$ cat config.mk
export PLATFORM = sky130hd
export DESIGN_NAME = mem_port_arbiter
export DESIGN_NICKNAME = d
export VERILOG_FILES = /design/src/rtl/mem_port_arbiter.sv
export SDC_FILE = /design/constraint.sdc
export NUM_CORES = 1
export LEC_CHECK = 0
export CORE_MARGIN = 3
export CORE_UTILIZATION = 38
export DETAILED_ROUTE_END_ITERATION = 10
export GPL_TIMING_DRIVEN = 0
export PLACE_DENSITY = 0.81
export SLEW_MARGIN = 10
export SYNTH_ARGS = -nofsm -noshare
export SYNTH_HDL_FRONTEND = slang
export SYNTH_SLANG_ARGS = --single-unit
$ cat constraint.sdc
create_clock -name clk -period 2.35 [get_ports clk]
set_input_delay 0.3525 -clock clk [delete_from_list [all_inputs] [get_ports clk]]
set_output_delay 0.3525 -clock clk [all_outputs]
set_load 0.005 [all_outputs]
$ cat src/rtl/mem_port_arbiter.sv
// Shares one single-ported memory bus between instruction fetch and load/store.
// One transaction at a time: arbitrate in IDLE, hold the request in REQ, collect read data in WAIT.
module mem_port_arbiter #(
    parameter int ADDR_W = 32
) (
    input  logic              clk,
    input  logic              rst_n,
    // instruction fetch requester
    input  logic              if_req_i,
    input  logic [ADDR_W-1:0] if_addr_i,
    output logic              if_gnt_o,
    output logic              if_rvalid_o,
    output logic [31:0]       if_rdata_o,
    // load/store requester
    input  logic              d_req_i,
    input  logic              d_we_i,
    input  logic [1:0]        d_size_i,
    input  logic              d_unsigned_i,
    input  logic [ADDR_W-1:0] d_addr_i,
    input  logic [31:0]       d_wdata_i,
    output logic              d_gnt_o,
    output logic              d_rvalid_o,
    output logic [31:0]       d_rdata_o,
    output logic              d_misalign_o,
    // memory bus
    output logic              mem_req_o,
    output logic              mem_we_o,
    output logic [3:0]        mem_be_o,
    output logic [ADDR_W-1:0] mem_addr_o,
    output logic [31:0]       mem_wdata_o,
    input  logic              mem_ready_i,
    input  logic              mem_rvalid_i,
    input  logic [31:0]       mem_rdata_i
);

    typedef enum logic [1:0] {
        ST_IDLE,
        ST_REQ,
        ST_WAIT
    } state_e;

    typedef enum logic {
        OWN_FETCH,
        OWN_DATA
    } owner_e;

    localparam logic [1:0] SZ_BYTE = 2'b00;
    localparam logic [1:0] SZ_HALF = 2'b01;
    localparam logic [1:0] SZ_WORD = 2'b10;

    state_e            r_state;
    state_e            w_next_state;
    owner_e            r_last_owner;
    owner_e            r_owner;
    logic              r_we;
    logic              r_unsigned;
    logic [1:0]        r_size;
    logic [3:0]        r_be;
    logic [ADDR_W-1:0] r_addr;
    logic [31:0]       r_wdata;

    logic              w_fetch_wins;
    logic              w_data_wins;
    logic              w_misalign;
    logic              w_launch;
    logic [3:0]        w_d_be;
    logic [31:0]       w_d_wdata;
    logic [31:0]       w_shifted;
    logic [31:0]       w_load_data;

    // Round robin: on a conflict the requester that did not launch last goes first.
    assign w_fetch_wins = if_req_i && (!d_req_i || r_last_owner == OWN_DATA);
    assign w_data_wins  = d_req_i && !w_fetch_wins;

    // NOTE: every output of a combinational block gets a default first, so no path infers a latch.
    always_comb begin
        w_misalign = 1'b0;
        w_d_be     = 4'b1111;
        w_d_wdata  = d_wdata_i;
        case (d_size_i)
            SZ_BYTE: begin
                w_d_be    = 4'b0001 << d_addr_i[1:0];
                w_d_wdata = {4{d_wdata_i[7:0]}};
            end
            SZ_HALF: begin
                w_misalign = d_addr_i[0];
                w_d_be     = 4'b0011 << d_addr_i[1:0];
                w_d_wdata  = {2{d_wdata_i[15:0]}};
            end
            SZ_WORD: w_misalign = |d_addr_i[1:0];
            default: w_misalign = 1'b1;
        endcase
    end

    // Load lane extraction uses the byte offset captured at launch.
    assign w_shifted = mem_rdata_i >> {r_addr[1:0], 3'b000};

    always_comb begin
        w_load_data = w_shifted;
        case (r_size)
            SZ_BYTE: w_load_data = {{24{~r_unsigned & w_shifted[7]}}, w_shifted[7:0]};
            SZ_HALF: w_load_data = {{16{~r_unsigned & w_shifted[15]}}, w_shifted[15:0]};
            default: w_load_data = w_shifted;
        endcase
    end

    always_comb begin
        w_next_state = r_state;
        w_launch     = 1'b0;
        if_gnt_o     = 1'b0;
        if_rvalid_o  = 1'b0;
        if_rdata_o   = 32'h0;
        d_gnt_o      = 1'b0;
        d_rvalid_o   = 1'b0;
        d_rdata_o    = 32'h0;
        d_misalign_o = 1'b0;
        case (r_state)
            ST_IDLE: begin
                if (w_data_wins && w_misalign) begin
                    d_gnt_o      = 1'b1;
                    d_misalign_o = 1'b1;
                end else if (w_fetch_wins || w_data_wins) begin
                    w_launch     = 1'b1;
                    w_next_state = ST_REQ;
                end
            end
            ST_REQ: begin
                if (mem_ready_i) begin
                    if (r_owner == OWN_FETCH) begin
                        if_gnt_o = 1'b1;
                    end else begin
                        d_gnt_o = 1'b1;
                    end
                    w_next_state = r_we ? ST_IDLE : ST_WAIT;
                end
            end
            ST_WAIT: begin
                if (mem_rvalid_i) begin
                    if (r_owner == OWN_FETCH) begin
                        if_rvalid_o = 1'b1;
                        if_rdata_o  = mem_rdata_i;
                    end else begin
                        d_rvalid_o = 1'b1;
                        d_rdata_o  = w_load_data;
                    end
                    w_next_state = ST_IDLE;
                end
            end
            default: w_next_state = ST_IDLE;
        endcase
    end

    // NOTE: sequential state uses non-blocking assignments so every register samples pre-edge values.
    always_ff @(posedge clk or negedge rst_n) begin
        if (!rst_n) begin
            r_state      <= ST_IDLE;
            r_last_owner <= OWN_DATA;
        end else begin
            r_state <= w_next_state;
            if (w_launch) begin
                r_last_owner <= w_fetch_wins ? OWN_FETCH : OWN_DATA;
            end
        end
    end

    always_ff @(posedge clk or negedge rst_n) begin
        if (!rst_n) begin
            r_owner    <= OWN_FETCH;
            r_we       <= 1'b0;
            r_unsigned <= 1'b0;
            r_size     <= SZ_WORD;
            r_be       <= 4'b0000;
            r_addr     <= '0;
            r_wdata    <= 32'h0;
        end else if (w_launch) begin
            r_owner    <= w_fetch_wins ? OWN_FETCH : OWN_DATA;
            r_we       <= w_fetch_wins ? 1'b0 : d_we_i;
            r_unsigned <= w_fetch_wins ? 1'b0 : d_unsigned_i;
            r_size     <= w_fetch_wins ? SZ_WORD : d_size_i;
            r_be       <= w_fetch_wins ? 4'b1111 : w_d_be;
            r_addr     <= w_fetch_wins ? if_addr_i : d_addr_i;
            r_wdata    <= w_fetch_wins ? 32'h0 : w_d_wdata;
        end
    end

    assign mem_req_o   = (r_state == ST_REQ);
    assign mem_we_o    = (r_state == ST_REQ) && r_we;
    assign mem_be_o    = r_be;
    assign mem_addr_o  = {r_addr[ADDR_W-1:2], 2'b00};
    assign mem_wdata_o = r_wdata;

endmodule

---- Yosys cells after proc, flatten, opt, wreduce, memory -nomap -nowiden ----
Index checks and enable logic that the tools add are counted.
storage, ports and cells
  input bits .............................. 138
  flip-flop bits (word level) ............. 76
  word-level logic and storage cells ...... 75
cells by class
  multiplexer cells ....................... 38
  reductions and logical operators ........ 13
  bitwise gates (word level) .............. 3
  equality and inequality tests ........... 9
  shift-type cells ........................ 3
operators by type and width
  kind                   count
  $mux W32               8
  $pmux W32 S2           2
  $shr A32 B5 Y32        1
  $mux W1                17
  $mux W2                6
  $pmux W4 S2            1
  $eq A2 B1 Y1 const B   3
  $logic_not A2 Y1       3
  $ne A2 B2 Y1 const B   3
  $pmux W2 S3            1
  $eq A2 B2 Y1 const B   2
  $logic_and A1 B1 Y1    4
  $mux W4                1
  $reduce_and A4 Y1      1
  $shl A1 B2 Y4 const A  1
  $shl A2 B2 Y4 const A  1
  $pmux W1 S3            1
  $and A1 B1 Y1          2
  $logic_not A1 Y1       2
  $logic_or A1 B1 Y1     2
  $ne A2 B1 Y1 const B   1
  $pmux W1 S2            1
  $reduce_or A2 Y1       1
  $not A1 Y1             1

---- Depth between registers and ports, before layout ----
  word-level depth ........................ 9
  mapped depth ............................ 6
  mapped depth without buffers ............ 4

---- Least setup slack after synthesis ----
OpenSTA, ideal clock, no wires.
  path kind ............................... flip-flop to output port
  start point ............................. register r_size[0]
  end point ............................... output port d_rdata_o[24]
  data arrival time ....................... 1,549 ps
  path slack .............................. 449 ps
  data required time ...................... 1,997 ps
  cell stages (with the launch flop) ...... 6
  cells stage by stage .................... dfrtp_1 > mux4_2 > or2_1 > and3_1 > buf_6 > a21o_1
on the way
  word-level cells in the longest chain between the ends .. 5
ends and longest elaborated chain
  what                                              line  text
  from (decl)                                       57    logic [1:0] r_size;
  from (signal assigned)                            179   r_size <= w_fetch_wins ? SZ_WORD : d_size_i;
  $eq A2 B1 Y1 or $logic_not A2 Y1 (tied branches)  100   case (r_size)
  $pmux W32 S2 *                                    100
  $mux W32 *                                        139   if (r_owner == OWN_FETCH) begin
  $mux W32 *                                        138   if (mem_rvalid_i) begin
  $mux W32 *                                        117   case (r_state)
  to (decl)                                         23    output logic [31:0] d_rdata_o,
Mark *: on every way between the ends. The rest lies on a longest branch, timed or not.

---- Worst setup path after layout ----
  start point ............................. register r_addr[1]
  end point ............................... output port d_rdata_o[6]
on the way
  word-level cells in the longest chain between the ends .. 5
ends and longest elaborated chain
  what                    line  text
  from (decl)             59    logic [ADDR_W-1:0] r_addr;
  from (signal assigned)  181   r_addr <= w_fetch_wins ? if_addr_i : d_addr_i;
  $shr A32 B5 Y32         96    assign w_shifted = mem_rdata_i >> {r_addr[1:0], 3'b000};
  $pmux W32 S2            100
  $mux W32                139
  $mux W32                138
  $mux W32                117
Every way passes these cells.

==> flow_metrics.py <==
metrics = {
    "floorplan": {
        "dieWidth_um": 116.9,
        "pin_count": 277,
        "num_rows": 39,
        "dieArea_um2": 13660,
        "initial_utilization_pct": 39.89,
        "core_um2": 11710,
        "die_h_um": 116.9,
    },
    "clocking": {
        "cts.sinks": 76,
        "cts_tree": "built",
        "cts_root_buf": "clkbuf_16",
        "clk_path_buf_depth": 2,
        "cts_buffers": 9,
        "clock_latency_ps": 320,
        "cts.htree.levels": 3,
        "clkTransAtPathRegs_ps": 60,
    },
    "final_layout": {
        "seq_area_um2": 1909,
        "num-fill-cells": 859,
        "area_growth_pct": 77.58,
        "multi_input_comb_area_um2": 2400,
        "mostFrequentLayoutCells": "clkdlybuf4s50_1, dfrtp_1, buf_4",
        "drive_gt1_share_pct": 20.64,
        "final_cells": 924,
        "utilization_pct": 70.84,
        "nNetsFinal": 914,
        "layout.cells.most_common": "clkdlybuf4s50_1",
    },
    "power": {
        "vdd_ir_drop_max_v": 0.0006120,
        "leakage_uw": 0.004224,
        "power.density_nw_per_um2": 981.3,
    },
    "drt": {
        "totalWireLength_mm": 19.00,
        "antenna_left": 0,
        "drt_iter0_drc": 393,
        "vias": 5120,
        "post_drt_via_cell_ratio": 5.541,
        "wl_per_cell_um": 20.56,
        "first_pass_iters": 5,
        "drc": 0,
    },
    "critical_path": {
        "r2r-start": "r_last_owner",
        "reg2reg_slack_ps": 540,
        "critPathArrivalTime_ps": 2040,
        "cp-start-kind": "flop",
        "crit_fanout": 10,
        "reg2reg_to": "r_addr[30]",
        "cp-end-kind": "output port",
        "r2r_cells": 5,
        "crit_required_ps": 2000,
        "crit_type": "flop to output port",
    },
    "sta": {
        "setup_slack_ps": -41.52,
        "period_share_pct": 101.8,
        "fmax_mhz": 418.1,
        "fin_crit_ps": 2392,
        "setup_viol": 2,
        "hold_violations": 0,
        "worst_slew_margin_rel_pct": 51.08,
        "tightest_slew_ps": 733.7,
        "slew_violations": 0,
        "rsz0062_at_grt": "yes",
        "clock_skew_ps": 2.567,
        "hold_ws_ps": 467.5,
    },
    "yosys": {
        "ys_ff_latch": 76,
        "synth_edf_count": 0,
        "seq_area_frac_synth_pct": 40.76,
        "synthFlopType": "dfrtp_1",
        "async_flop_share_pct": 100.0,
        "synth_area_per_cell_um2": 10.13,
        "yosysWarnings": 0,
        "synth_cells": 461,
        "yosysUniqueCellTypes": 47,
        "syn-cell-area_um2": 4672,
    },
    "global_route": {
        "grt_max_degree": 55,
        "grt_pass1_wl_mm": 27.10,
        "grt_pass1_vias": 5136,
        "track_usage_pct": 25.50,
        "antenna_found_initial": 1,
        "gr-total-overflow": 0,
    },
    "placement": {
        "io_buffers": 274,
        "gp_congestion": 0.9946,
        "dp_hpwl_mm": 13.93,
        "dp.cells": 880,
    },
    "run_status": {
        "violations": "negative setup slack",
        "status": "finished with violations",
    },
    "min_path": {
        "hold_path.class": "input pin to async pin",
    },
    "job": {
        "max-cap-violations": 0,
    },
}
[metrics by stage]
step                area (µm²)  TNS, ps  worst slack [ps]  power (µW)
finish                    8297   -45.47            -41.52        8142
global route              8294   -825.5            -90.17        8620
CTS                       8008   -555.1            -96.02        7997
detailed placement        7622   -22460            -605.6        6541
global placement          7597  -149480             -1711        6421
floorplan                 4676        0             449.0        4440
[routing by layer]
| metal | wire (µm) | up-vias | track usage (%) | part of all wire [%] |
|---|---|---|---|---|
| met5 | 0 | - | 0 | 0 |
| met4 | 599 | 0 | 10.02 | 3.2 |
| met3 | 1649 | 48 | 6.118 | 8.7 |
| met2 | 9825 | 273 | 45.85 | 52 |
| met1 | 6927 | 2463 | 29.12 | 36 |
| li1 | - | 2336 | - | - |
[worst max-delay path, stage by stage (launching register included)]
cell           delay, ps
dfrtp_1              410
buf_6                140
buf_6                110
buf_4                180
nor2b_1              140
a211oi_1              60
a211oi_1             350
dlygate4sd2_1        330
[cell families after synthesis]
kind of cell / after synthesis / synth area share (%)
other cells: 1 / 0.08027
buf+inv: 81 / 10.20
compound gates: 174 / 28.55
mux: 44 / 9.721
flops: 76 / 40.76
simple gates: 85 / 10.69
[how the worst max path moves through the flow]
stage | startpoint | to | slack, ps | cells after the start
after CTS | r_addr[1] | d_rdata_o[14] | -100 | 7
final | r_addr[1] | d_rdata_o[6] | -40 | 7
after floorplan | r_size[0] | d_rdata_o[24] | 450 | 5
after detailed placement | mem_rvalid_i | d_rdata_o[25] | -610 | 7
after global placement | rst_n | r_we | -1710 | 1
after global routing | r_addr[1] | d_rdata_o[12] | -90 | 6
[sequential cells by signal, indices dropped and copies added (netlist names)]
| register | cells |
|---|---|
| mem_wdata_o | 32 |
| r_we | 1 |
| r_last_owner | 1 |
| r_size | 2 |
| r_state | 2 |
| r_addr | 32 |
| mem_be_o | 4 |
| r_unsigned | 1 |
| r_owner | 1 |
[what timing repair did]
action,4_1_cts,5_1_grt
gates cloned,2,3
pin swaps,7,16
hold endpoints to repair,21,0
hold buffers,1,0
setup buffers,9,17
resized for setup,126,64
endpoints found under the setup margin,65,57
[area by class of cell]
| cell class | count | share of cell area, % |
|---|---|---|
| repair buffers | 306 | 36.81 |
| multi-input cells | 306 | 28.92 |
| flip-flops and latches | 76 | 23.01 |
| plain buffers | 69 | 5.580 |
| clock buffers | 10 | 2.760 |
| well taps | 143 | 2.157 |
| clock inverters | 5 | 0.3619 |
| inverters | 8 | 0.3619 |
| diodes | 1 | 0.03016 |
[cells in the mapped netlist (10+ instances only)]
| cell | n | area share (%) |
|---|---|---|
| a22o_1 | 19 | 3.6 |
| buf_4 | 37 | 5.9 |
| mux2i_1 | 42 | 9.0 |
| o22ai_1 | 32 | 4.3 |
| o2bb2ai_1 | 24 | 4.5 |
| a21o_1 | 10 | 1.6 |
| dfrtp_1 | 74 | 40 |
| nand2_1 | 18 | 1.4 |
| a211oi_1 | 14 | 2.2 |
| a2bb2oi_1 | 33 | 6.2 |
| clkbuf_1 | 22 | 1.8 |
| and2_1 | 32 | 4.3 |
| o21ai_0 | 18 | 1.9 |
[report_power, final]
part           internal, µW  switching [µW]  leakage, µW
Clock                   702             503     0.000124
Combinational          2710            1920      0.00319
Sequential             1920             388     0.000909
Total                  5330            2810      0.00422
Note: power is estimated with default switching activity, not from simulation.
